===== src/rtl/mse_min_ref_if.sv =====
// Handshake/result bundle between the MSE register stage, the best-match
// selector and whatever consumes the per-pixel decision.
interface mse_min_ref_if #(
  parameter int WORD_WIDTH       = 32,
  parameter int HSI_LIBRARY_SIZE = 256
);
  localparam int HSI_LIBRARY_SIZE_ADDR = $clog2(HSI_LIBRARY_SIZE);

  // mse_valid qualifies mse_value/mse_ref for exactly the cycle it is high.
  // There is no ready: every valid seen in SEARCH is consumed. min_valid is
  // a one-cycle pulse that qualifies min_value/min_ref.
  logic                             start;
  logic [HSI_LIBRARY_SIZE_ADDR:0]   vctr_count;
  logic [WORD_WIDTH-1:0]            mse_value;
  logic [HSI_LIBRARY_SIZE_ADDR-1:0] mse_ref;
  logic                             mse_valid;
  logic                             busy;
  logic [WORD_WIDTH-1:0]            min_value;
  logic [HSI_LIBRARY_SIZE_ADDR-1:0] min_ref;
  logic                             min_valid;

  modport master (
    output start, vctr_count, mse_value, mse_ref, mse_valid,
    input  busy, min_value, min_ref, min_valid
  );

  modport slave (
    input  start, vctr_count, mse_value, mse_ref, mse_valid,
    output busy, min_value, min_ref, min_valid
  );
endinterface


===== src/rtl/mse_min_ref.sv =====
// Running-minimum selector over one pixel's stream of MSE results; emits the
// winning library index and its MSE as a single-cycle result pulse.
module mse_min_ref #(
  parameter int WORD_WIDTH       = 32,
  parameter int HSI_LIBRARY_SIZE = 256
) (
  input  logic               clk,
  input  logic               rst,
  mse_min_ref_if.slave       bus,
  output logic [1:0]         fsm_state
);
  localparam int HSI_LIBRARY_SIZE_ADDR = $clog2(HSI_LIBRARY_SIZE);
  localparam int CW = HSI_LIBRARY_SIZE_ADDR + 1;
  localparam logic [CW-1:0] CNT_ONE = CW'(1);

  typedef enum logic [1:0] {
    IDLE   = 2'd0,
    SEARCH = 2'd1,
    DONE   = 2'd2
  } state_t;

  state_t                           state;
  logic [CW-1:0]                    target_q;
  logic [CW-1:0]                    cnt_q;
  logic [CW-1:0]                    cnt_next;
  logic                             busy_q;
  logic                             min_valid_q;
  logic [WORD_WIDTH-1:0]            min_value_q;
  logic [HSI_LIBRARY_SIZE_ADDR-1:0] min_ref_q;
  logic                             start_ok;

  assign cnt_next = cnt_q + CNT_ONE;
  assign start_ok = bus.start && (bus.vctr_count != '0);

  always_ff @(posedge clk) begin
    if (rst) begin
      state       <= IDLE;
      target_q    <= '0;
      cnt_q       <= '0;
      busy_q      <= 1'b0;
      min_valid_q <= 1'b0;
      min_value_q <= '0;
      min_ref_q   <= '0;
    end else begin
      min_valid_q <= 1'b0;
      case (state)
        IDLE, DONE: begin
          // DONE behaves like IDLE for new starts; its pulse is already out.
          if (start_ok) begin
            target_q <= bus.vctr_count;
            cnt_q    <= '0;
            busy_q   <= 1'b1;
            state    <= SEARCH;
          end else begin
            busy_q   <= 1'b0;
            state    <= IDLE;
          end
        end
        SEARCH: begin
          if (bus.start) begin
            // Abort: any simultaneous sample is dropped, no result pulse.
            target_q <= bus.vctr_count;
            cnt_q    <= '0;
            busy_q   <= start_ok;
            state    <= start_ok ? SEARCH : IDLE;
          end else if (bus.mse_valid) begin
            if ((cnt_q == '0) || (bus.mse_value < min_value_q)) begin
              min_value_q <= bus.mse_value;
              min_ref_q   <= bus.mse_ref;
            end
            cnt_q <= cnt_next;
            if (cnt_next == target_q) begin
              busy_q      <= 1'b0;
              min_valid_q <= 1'b1;
              state       <= DONE;
            end
          end
        end
        default: begin
          busy_q <= 1'b0;
          state  <= IDLE;
        end
      endcase
    end
  end

  assign bus.busy      = busy_q;
  assign bus.min_valid = min_valid_q;
  assign bus.min_value = min_value_q;
  assign bus.min_ref   = min_ref_q;
  assign fsm_state     = state;
endmodule


===== src/flat_wrapper.sv =====
// flat-port wrapper written by rule: the top's interface ports become plain ports
module mse_min_ref_flat 
#(
  parameter int WORD_WIDTH       = 32,
  parameter int HSI_LIBRARY_SIZE = 256
)
  (clk, rst, fsm_state, bus_start, bus_vctr_count, bus_mse_value, bus_mse_ref, bus_mse_valid, bus_busy, bus_min_value, bus_min_ref, bus_min_valid);
  mse_min_ref_if #(.WORD_WIDTH(WORD_WIDTH), .HSI_LIBRARY_SIZE(HSI_LIBRARY_SIZE)) bus_i ();
  input  logic clk;
  input  logic rst;
  output logic [1:0] fsm_state;
  input wire logic [$bits(bus_i.start)-1:0] bus_start;
  input wire logic [$bits(bus_i.vctr_count)-1:0] bus_vctr_count;
  input wire logic [$bits(bus_i.mse_value)-1:0] bus_mse_value;
  input wire logic [$bits(bus_i.mse_ref)-1:0] bus_mse_ref;
  input wire logic [$bits(bus_i.mse_valid)-1:0] bus_mse_valid;
  output wire logic [$bits(bus_i.busy)-1:0] bus_busy;
  output wire logic [$bits(bus_i.min_value)-1:0] bus_min_value;
  output wire logic [$bits(bus_i.min_ref)-1:0] bus_min_ref;
  output wire logic [$bits(bus_i.min_valid)-1:0] bus_min_valid;
  assign bus_i.start = bus_start;
  assign bus_i.vctr_count = bus_vctr_count;
  assign bus_i.mse_value = bus_mse_value;
  assign bus_i.mse_ref = bus_mse_ref;
  assign bus_i.mse_valid = bus_mse_valid;
  assign bus_busy = bus_i.busy;
  assign bus_min_value = bus_i.min_value;
  assign bus_min_ref = bus_i.min_ref;
  assign bus_min_valid = bus_i.min_valid;
  mse_min_ref #(.WORD_WIDTH(WORD_WIDTH), .HSI_LIBRARY_SIZE(HSI_LIBRARY_SIZE)) u_core (.clk(clk), .rst(rst), .bus(bus_i), .fsm_state(fsm_state));
endmodule

===== config.mk =====
export PLATFORM = sky130hd
export DESIGN_NAME = mse_min_ref_flat
export DESIGN_NICKNAME = d
export VERILOG_FILES = /design/src/rtl/mse_min_ref_if.sv /design/src/rtl/mse_min_ref.sv /design/src/flat_wrapper.sv
export SDC_FILE = /design/constraint.sdc
export NUM_CORES = 1
export LEC_CHECK = 0
export CAP_MARGIN = 30
export CELL_PAD_IN_SITES_DETAIL_PLACEMENT = 1
export CELL_PAD_IN_SITES_GLOBAL_PLACEMENT = 1
export CORE_UTILIZATION = 33
export CTS_CLUSTER_DIAMETER = 150
export CTS_CLUSTER_SIZE = 14
export DETAILED_ROUTE_END_ITERATION = 8
export GPL_ROUTABILITY_DRIVEN = 0
export GPL_TIMING_DRIVEN = 0
export PLACE_DENSITY_LB_ADDON = 0.1
export SETUP_SLACK_MARGIN = 0.5
export SYNTH_ARGS = -nofsm -noshare
export SYNTH_HDL_FRONTEND = slang
export SYNTH_SLANG_ARGS = --single-unit

===== constraint.sdc =====
create_clock -name clk -period 2.1 [get_ports clk]
set_input_delay 0.42 -clock clk [delete_from_list [all_inputs] [get_ports clk]]
set_output_delay 0.42 -clock clk [all_outputs]
set_load 0.02 [all_outputs]

==> flow_summary.yaml, run 1 <==
timing:
  finalSetupViolCount: 40
  whs_ns: 0.3410
  setup_tns_ns: -3.818
  fin_crit_ns: 2.269
  rsz0062_at_grt: "yes"
  worst_slew_pin_slew_ns: 0.4300
  drv_slew: 0
  relSlewSlack_pct: 70.72
  final.setup.worst_slack_ns: -0.1687
  skew_ns: 0.004626
  finalCritPeriodShare_pct: 108.0
  fmax_mhz: 440.8
  hold_viol_final: 0
placement:
  hpwl_mm: 7.997
  io_buffers: 94
  place_ws_ns: -0.6702
  placed_cell_area_um2: 5082
clock_tree:
  clk_pin_slew_ns: 0.05
  cts_buffers: 9
  cts_num_sinks: 61
  htree_num_levels: 3
  clock_latency_ns: 0.33
  cts_hold_buf: 0
  clock_path_buffers: 2
  cts_tree: "yes"
  root_buffer: "clkbuf_16"
hold_path:
  hold_class: "input port to flop"
  whs_path_depth: 3
floorplan:
  ios: 97
  die_y_um: 109.3
  die_w_um: 109.3
  rows: 38
  core-area_um2: 11030
  die_area_um2: 11940
  start_util_pct: 34.44
routing:
  wire_per_inst_um: 17.05
  drt_iter0_markers: 91
  drt-vias-per-instance: 4.991
  top_layer_used: "met4"
  wl_met1_mm: 5.090
  drt_wl_total_mm: 11.95
  ant_nets: 0
  dr_wl_met2_mm: 6.383
  vias: 3499
  wl_met3_um: 304
  dr.pass1.iters: 4
  drc: 0
worst_setup_path:
  criticalPathCategory: "input port to flop"
  end_kind: "flop"
  crit_path_max_fanout: 5
  start_kind: "input port"
  rr_worst_depth: 10
  worst_ep_required_time_ns: 2.36
  crit_arrival_ns: 2.52
power:
  cellPowerDensity_nw_per_um2: 548.9
  p_sw_w: 0.0009332
  total_leakage_power_nw: 2.447
  combPwrFrac_pct: 21.8
  swShare_pct: 28.13
  p_seq_share_pct: 37.1
  vdd_drop_max_mv: 0.2908
  power.internal_w: 0.002385
  pwr-share-clk_pct: 41.1
  power_w: 0.003318
synth:
  synth_ff_type: "dfxtp_1"
  yosysUniqueCellTypes: 47
  syn-num-nets: 516
  synth-edff-count: 0
  ys_ff_latch: 61
  avgSynthCellArea_um2: 8.834
  synth_seq_area_share_pct: 32.15
  syn_area_um2: 3799
  yosysWarnings: 0
  postSynthCellCount: 430
  synthArstFlopShare_pct: 0
cells_and_area:
  diodes: 0
  syn_to_final_growth_pct: 59.12
  nets: 642
  fillerInstances: 1232
  layout-drive-gt1-share_pct: 30.66
  fin_area_um2: 6045
grt:
  antenna_found_initial: 0
  grt_pass1_wl_mm: 18.71
  grt_overflow: 0
  track_usage_pct: 20.62
  grt_pass1_vias: 3746
  grt_max_degree: 12
flow_run:
  drv_cap: 0
outcome:
  status: "finished, violations left"
  violations: "negative setup slack"
## stage by stage
step	util [%]	std cells
3_3_place_gp	46.08	664
2_1_floorplan	-	430
6_report	54.80	701
5_1_grt	54.80	701
3_5_place_dp	46.08	664
4_1_cts	51.94	695
## worst paths after layout
| path | start | to | slack (ns) |
|---|---|---|---|
| hold / removal | bus_vctr_count[5] | u_core.target_q[5]$_SDFFE_PP0P_ | 0.34 |
| setup / recovery | bus_mse_value[1] | u_core.bus.min_value[18]$_SDFFE_PP0P_ | -0.17 |
| hold reg to reg | u_core.bus.min_ref[7]$_SDFFE_PP0P_ | u_core.bus.min_ref[7]$_SDFFE_PP0P_ | 0.47 |
| setup reg to reg | u_core.bus.min_value[1]$_SDFFE_PP0P_ | u_core.bus.min_value[18]$_SDFFE_PP0P_ | -0.15 |
## worst max-delay path, cell delays in order
cell,delay [ns]
clkdlybuf4s15_1,0.24
ha_4,0.26
a2111o_1,0.41
a211oi_4,0.32
o41ai_4,0.11
a22oi_4,0.19
buf_12,0.16
buf_6,0.11
buf_16,0.11
mux2i_1,0.18
## state kept, by name (all words and copies together) (netlist names)
name and flops:
u_core.target_q 9, u_core.fsm_state 2, u_core.bus.min_valid 1, u_core.cnt_q 9
u_core.bus.min_ref 8, u_core.bus.min_value 32
## layer usage
layer | track usage, % | vias to the layer above
met3 | 2.371 | 13
met4 | 8.476 | 0
li1 | - | 1728
met5 | 0 | -
met2 | 38.23 | 60
met1 | 23.89 | 1698
## cell families (layout without fill, tap and decap cells)
family / after synthesis / in the layout / share of synthesized area (%)
simple gates: 169 / 170 / 25.17
xor+xnor: 12 / 12 / 2.767
fa+ha+maj: 33 / 33 / 10.87
mux: 44 / 44 / 11.69
flops: 61 / 61 / 32.15
compound gates: 54 / 54 / 10.31
buf+inv: 57 / 187 / 7.049
## layout make-up
type / count / area (um^2) / share of cell area [%]
inverters: 34 / 127.6 / 2.111
flip-flops and latches: 61 / 1291 / 21.36
well taps: 140 / 175.2 / 2.898
plain buffers: 23 / 191.4 / 3.167
multi-input cells: 313 / 2874 / 47.55
clock inverters: 2 / 10.01 / 0.1656
repair buffers: 114 / 1121 / 18.55
clock buffers: 14 / 254.0 / 4.202
## timing repair
item / 4_1_cts / 5_1_grt
resized for setup: 151 / 66
cloned: 5 / 0
pin swaps: 33 / 26
setup endpoints to repair: 105 / 63
setup buffers: 10 / 6
hold endpoints to repair: 0 / 0
## cells in the final DEF, fill, tap and decap left out, types with 10 or more instances in the layout
cell | Yosys | final
clkbuf_1 | 13 | 13
dlygate4sd2_1 | 0 | 63
mux2i_1 | 43 | 42
a21oi_1 | 22 | 10
dfxtp_4 | 0 | 13
dlymetal6s2s_1 | 0 | 11
buf_4 | 4 | 14
dfxtp_2 | 0 | 17
dfxtp_1 | 61 | 31
nand2_1 | 27 | 19
ha_4 | 0 | 16
nand2b_1 | 83 | 82
inv_1 | 34 | 30
clkdlybuf4s50_1 | 0 | 11
nor2_1 | 13 | 13
ha_1 | 33 | 13
a21oi_2 | 0 | 12
## synthesized netlist by cell type (all sizes together), types with 8 or more instances
cell,instances,share of area (%)
nand3,15,2.0
clkbuf,13,1.3
inv,34,3.4
a21oi,22,2.9
buf,10,2.4
mux2i,44,12
nor2,13,1.3
nand2,28,2.8
dfxtp,61,32
ha,33,11
xnor2,8,1.8
o21ai,10,1.4
nand2b,83,14
## power by group through the flow
stage          sequential (W)  clock, W  combinational, W
2_1_floorplan         0.00128         0          0.000298
3_3_place_gp          0.00125         0          0.000574
3_5_place_dp          0.00126         0          0.000585
4_1_cts               0.00123   0.00139          0.000653
5_1_grt               0.00124   0.00146          0.000785
6_report              0.00123   0.00136          0.000722
(Power assumes the default switching activity.)
==> inputs of run 2 (changes only) <==
--- a/config.mk
+++ b/config.mk
@@ -5,10 +5,11 @@
 export SDC_FILE = /design/constraint.sdc
 export NUM_CORES = 1
 export LEC_CHECK = 0
+export ABC_AREA = 1
 export CAP_MARGIN = 30
 export CELL_PAD_IN_SITES_DETAIL_PLACEMENT = 1
 export CELL_PAD_IN_SITES_GLOBAL_PLACEMENT = 1
-export CORE_UTILIZATION = 33
+export CORE_UTILIZATION = 31
 export CTS_CLUSTER_DIAMETER = 150
 export CTS_CLUSTER_SIZE = 14
 export DETAILED_ROUTE_END_ITERATION = 8
==> constraint.sdc (replaced) <==
create_clock -name clk -period 2.05 [get_ports clk]
set_input_delay 0.41 -clock clk [delete_from_list [all_inputs] [get_ports clk]]
set_output_delay 0.41 -clock clk [all_outputs]
set_load 0.02 [all_outputs]
==> run 2 against run 1 <==
Compared with the run above:
- the run ends with design-rule violations left
- combinational power increased by 75%
- synthesized area decreased by 1.7%
- clock power increased by 7%
- non-clock buffer count increased by 36
- first-iteration DRC count increased by 110%
- power increased by 20%
- design area increased by 15%
==> flow_summary.yaml, run 2 <==
power:
  total_leakage_power_nw: 3.141
  cellPowerDensity_nw_per_um2: 574.8
  pwr-share-clk_pct: 36.4
  combPwrFrac_pct: 31.5
  vdd_drop_max_mv: 0.5584
  p_sw_w: 0.001269
  swShare_pct: 31.84
  power.internal_w: 0.002717
  p_seq_share_pct: 32.1
placement:
  placed_cells: 807
  io_buffers: 95
  place_ws_ns: -0.5118
  hpwl_mm: 8.836
cells_and_area:
  diodes: 0
  layout-drive-gt1-share_pct: 43.67
  nets: 816
  syn_to_final_growth_pct: 85.73
  multi_input_area_um2: 3043
  stdcell_count: 878
  final_cell_mix: "79 x inv_1, 73 x dlygate4sd2_1, 70 x nand2_1"
  largest_reg_flops: 32
  register_area_um2: 1320
  final_common_cell: "inv_1"
  fillerInstances: 1341
synth:
  synthArstFlopShare_pct: 0
  ys_ff_latch: 61
  yosysUniqueCellTypes: 32
  postSynthCellCount: 569
  yosysWarnings: 0
  synth_top_area_cell: "dfxtp_1"
  synth_area_leaders: "dfxtp_1 33%, ha_1 11%, nand2_1 11%"
  syn-num-nets: 655
  synth_common_cells: "106 x nand2_1, 102 x inv_1, 68 x a21oi_1, 68 x nor2_1, 61 x dfxtp_1"
  synth_ff_type: "dfxtp_1"
  avgSynthCellArea_um2: 6.564
  syn_area_um2: 3735
  synth.top_cell.area_share_pct: 32.70
  synth_seq_area_share_pct: 32.70
  yosysMostFrequentCell: "nand2_1"
  synth-edff-count: 0
floorplan:
  core-area_um2: 11560
  die_y_um: 111.8
  start_util_pct: 32.29
  die_area_um2: 12490
  ios: 97
  die_w_um: 111.8
  rows: 39
worst_setup_path:
  end_kind: "flop"
  start_kind: "flop"
  criticalPathCategory: "flop to flop"
  max_stage_delay_ns: 0.35
  rr_worst_depth: 13
  path_buf_inv: 2
  crit_path_max_fanout: 8
  worst_path_most_repeated_cell: "nor2_1"
  path_cells: "inv_1, ha_1, a21oi_2, nor2_1, nor2_1, nand3_2, a21oi_4, nand2_4, nand2_8, clkbuf_16, nand3_1, nand2_1, nor2_1"
  slowest_stage: "dfxtp_2"
  reg2reg_slack_ns: 0.02
  crit_start: "u_core.bus.min_value[20]$_SDFFE_PP0P_"
  critPathTopFamily: "simple AND/OR/NAND/NOR gates"
  r2r-start: "u_core.bus.min_value[20]$_SDFFE_PP0P_"
  worst_ep_required_time_ns: 2.28
  r2r_end: "u_core.bus.min_value[23]$_SDFFE_PP0P_"
  crit_arrival_ns: 2.26
clock_tree:
  clock_path_buffers: 2
  root_buffer: "clkbuf_16"
  clock_latency_ns: 0.34
  cts_num_sinks: 61
  clk_pin_slew_ns: 0.05
  cts_tree: "yes"
  htree_num_levels: 3
  cts_buffers: 9
grt:
  grt_pass1_wl_mm: 21.94
  grt_overflow: 0
  antenna_found_initial: 0
  grt_max_degree: 11
  track_usage_pct: 22.33
  grt_pass1_vias: 4478
routing:
  drc: 7
  drt_iter0_markers: 191
  drt_wl_total_mm: 15.79
  dr.pass1.iters: 6
  vias: 4400
  ant_nets: 0
  drt-vias-per-instance: 5.011
  wire_per_inst_um: 17.99
timing:
  rsz0062_at_grt: "yes"
  fmax_mhz: 493.4
  skew_ns: 0.007151
  drv_slew: 0
  relSlewSlack_pct: 51.13
  final.setup.worst_slack_ns: 0.02316
  finalCritPeriodShare_pct: 98.87
  fin_crit_ns: 2.027
  worst_slew_pin_slew_ns: 0.7331
  finalSetupViolCount: 0
  hold_viol_final: 0
outcome:
  status: "finished, violations left"
  violations: "design-rule violations"
hold_path:
  min_from: "bus_vctr_count[7]"
  hold_class: "input port to flop"
  holdPathEnd: "u_core.target_q[7]$_SDFFE_PP0P_"
  whs_path_depth: 3
flow_run:
  drv_cap: 0
==> run 2: changes by cell type after synthesis, moves of 43 or more <==
cell	change
a21oi_1	+46
nor2_1	+55
inv_1	+68
nand2b_1	-82
mux2i_1	-43
nand2_1	+79
==> run 2: area by class of cell <==
class / instances / share of cell area [%]
repair buffers: 148 / 21.57
clock inverters: 1 / 0.07215
flip-flops and latches: 61 / 19.03
multi-input cells: 381 / 43.87
well taps: 143 / 2.579
inverters: 104 / 5.808
plain buffers: 25 / 3.211
clock buffers: 15 / 3.860
==> run 2: stage by stage <==
stage	power (W)	hold WS, ns	setup TNS (ns)	area (um^2)	utilization (%)
CTS	0.003753	0.4405	0	6110	52.83
global placement	0.002049	0.4575	-19.48	5081	43.94
global route	0.004138	0.4769	-1.207	6937	59.98
floorplan	0.001752	0.4438	0	3951	-
finish	0.003987	0.4278	0	6937	59.98
detailed placement	0.002076	0.4685	-22.12	5081	43.94
==> run 2: worst register-to-register path, cell delays in order (launching register included) <==
cell and delay, ns:
dfxtp_2 0.35, inv_1 0.06, ha_1 0.21, a21oi_2 0.15, nor2_1 0.06, nor2_1 0.15
nand3_2 0.10, a21oi_4 0.15, nand2_4 0.11, nand2_8 0.18, clkbuf_16 0.18, nand3_1 0.08
nand2_1 0.10, nor2_1 0.05
==> run 2: repair_timing <==
action	4_1_cts	5_1_grt
cloned	8	5
gates resized for setup	209	145
hold buffers	0	0
buffers inserted	22	20
setup endpoints to repair	105	65
pin swaps	64	73
==> run 2: power by group through the flow <==
| stage | Sequential, W | Combinational (W) | Clock, W |
|---|---|---|---|
| after floorplan | 0.00134 | 0.000412 | 0 |
| after global placement | 0.00130 | 0.000747 | 0 |
| after detailed placement | 0.00130 | 0.000771 | 0 |
| after CTS | 0.00128 | 0.00102 | 0.00146 |
| after global routing | 0.00129 | 0.00134 | 0.00151 |
| final | 0.00128 | 0.00126 | 0.00145 |
==> run 2: logic make-up after synthesis <==
logic type               after synthesis  share of synthesized area, %
AO/OA/AOI/OAI                         87                         11.96
XOR/XNOR                               5                         1.173
adder cells (fa/ha/maj)               33                         11.06
buffers and inverters                129                         13.77
flip-flops                            61                         32.70
AND/OR/NAND/NOR                      254                         29.35
==> run 2: how the worst max path moves through the flow <==
stage | depth (start not counted) | slack (ns) | to
2_1_floorplan | 13 | 0.32 | u_core.bus.min_value[1]$_SDFFE_PP0P_
3_3_place_gp | 15 | -0.45 | u_core.bus.min_value[1]$_SDFFE_PP0P_
3_5_place_dp | 15 | -0.51 | u_core.bus.min_value[20]$_SDFFE_PP0P_
4_1_cts | 17 | 0.03 | u_core.bus.min_ref[5]$_SDFFE_PP0P_
5_1_grt | 13 | -0.08 | u_core.bus.min_ref[1]$_SDFFE_PP0P_
6_report | 13 | 0.02 | u_core.bus.min_value[23]$_SDFFE_PP0P_
==> run 2: layer usage <==
layer | up-vias | part of all wire (%) | GRT usage [%]
met5 | - | 0 | 0
met4 | 0 | 1.4 | 7.117
met3 | 18 | 3.2 | 4.355
met2 | 75 | 55 | 40.83
met1 | 2172 | 41 | 26.01
li1 | 2135 | - | -
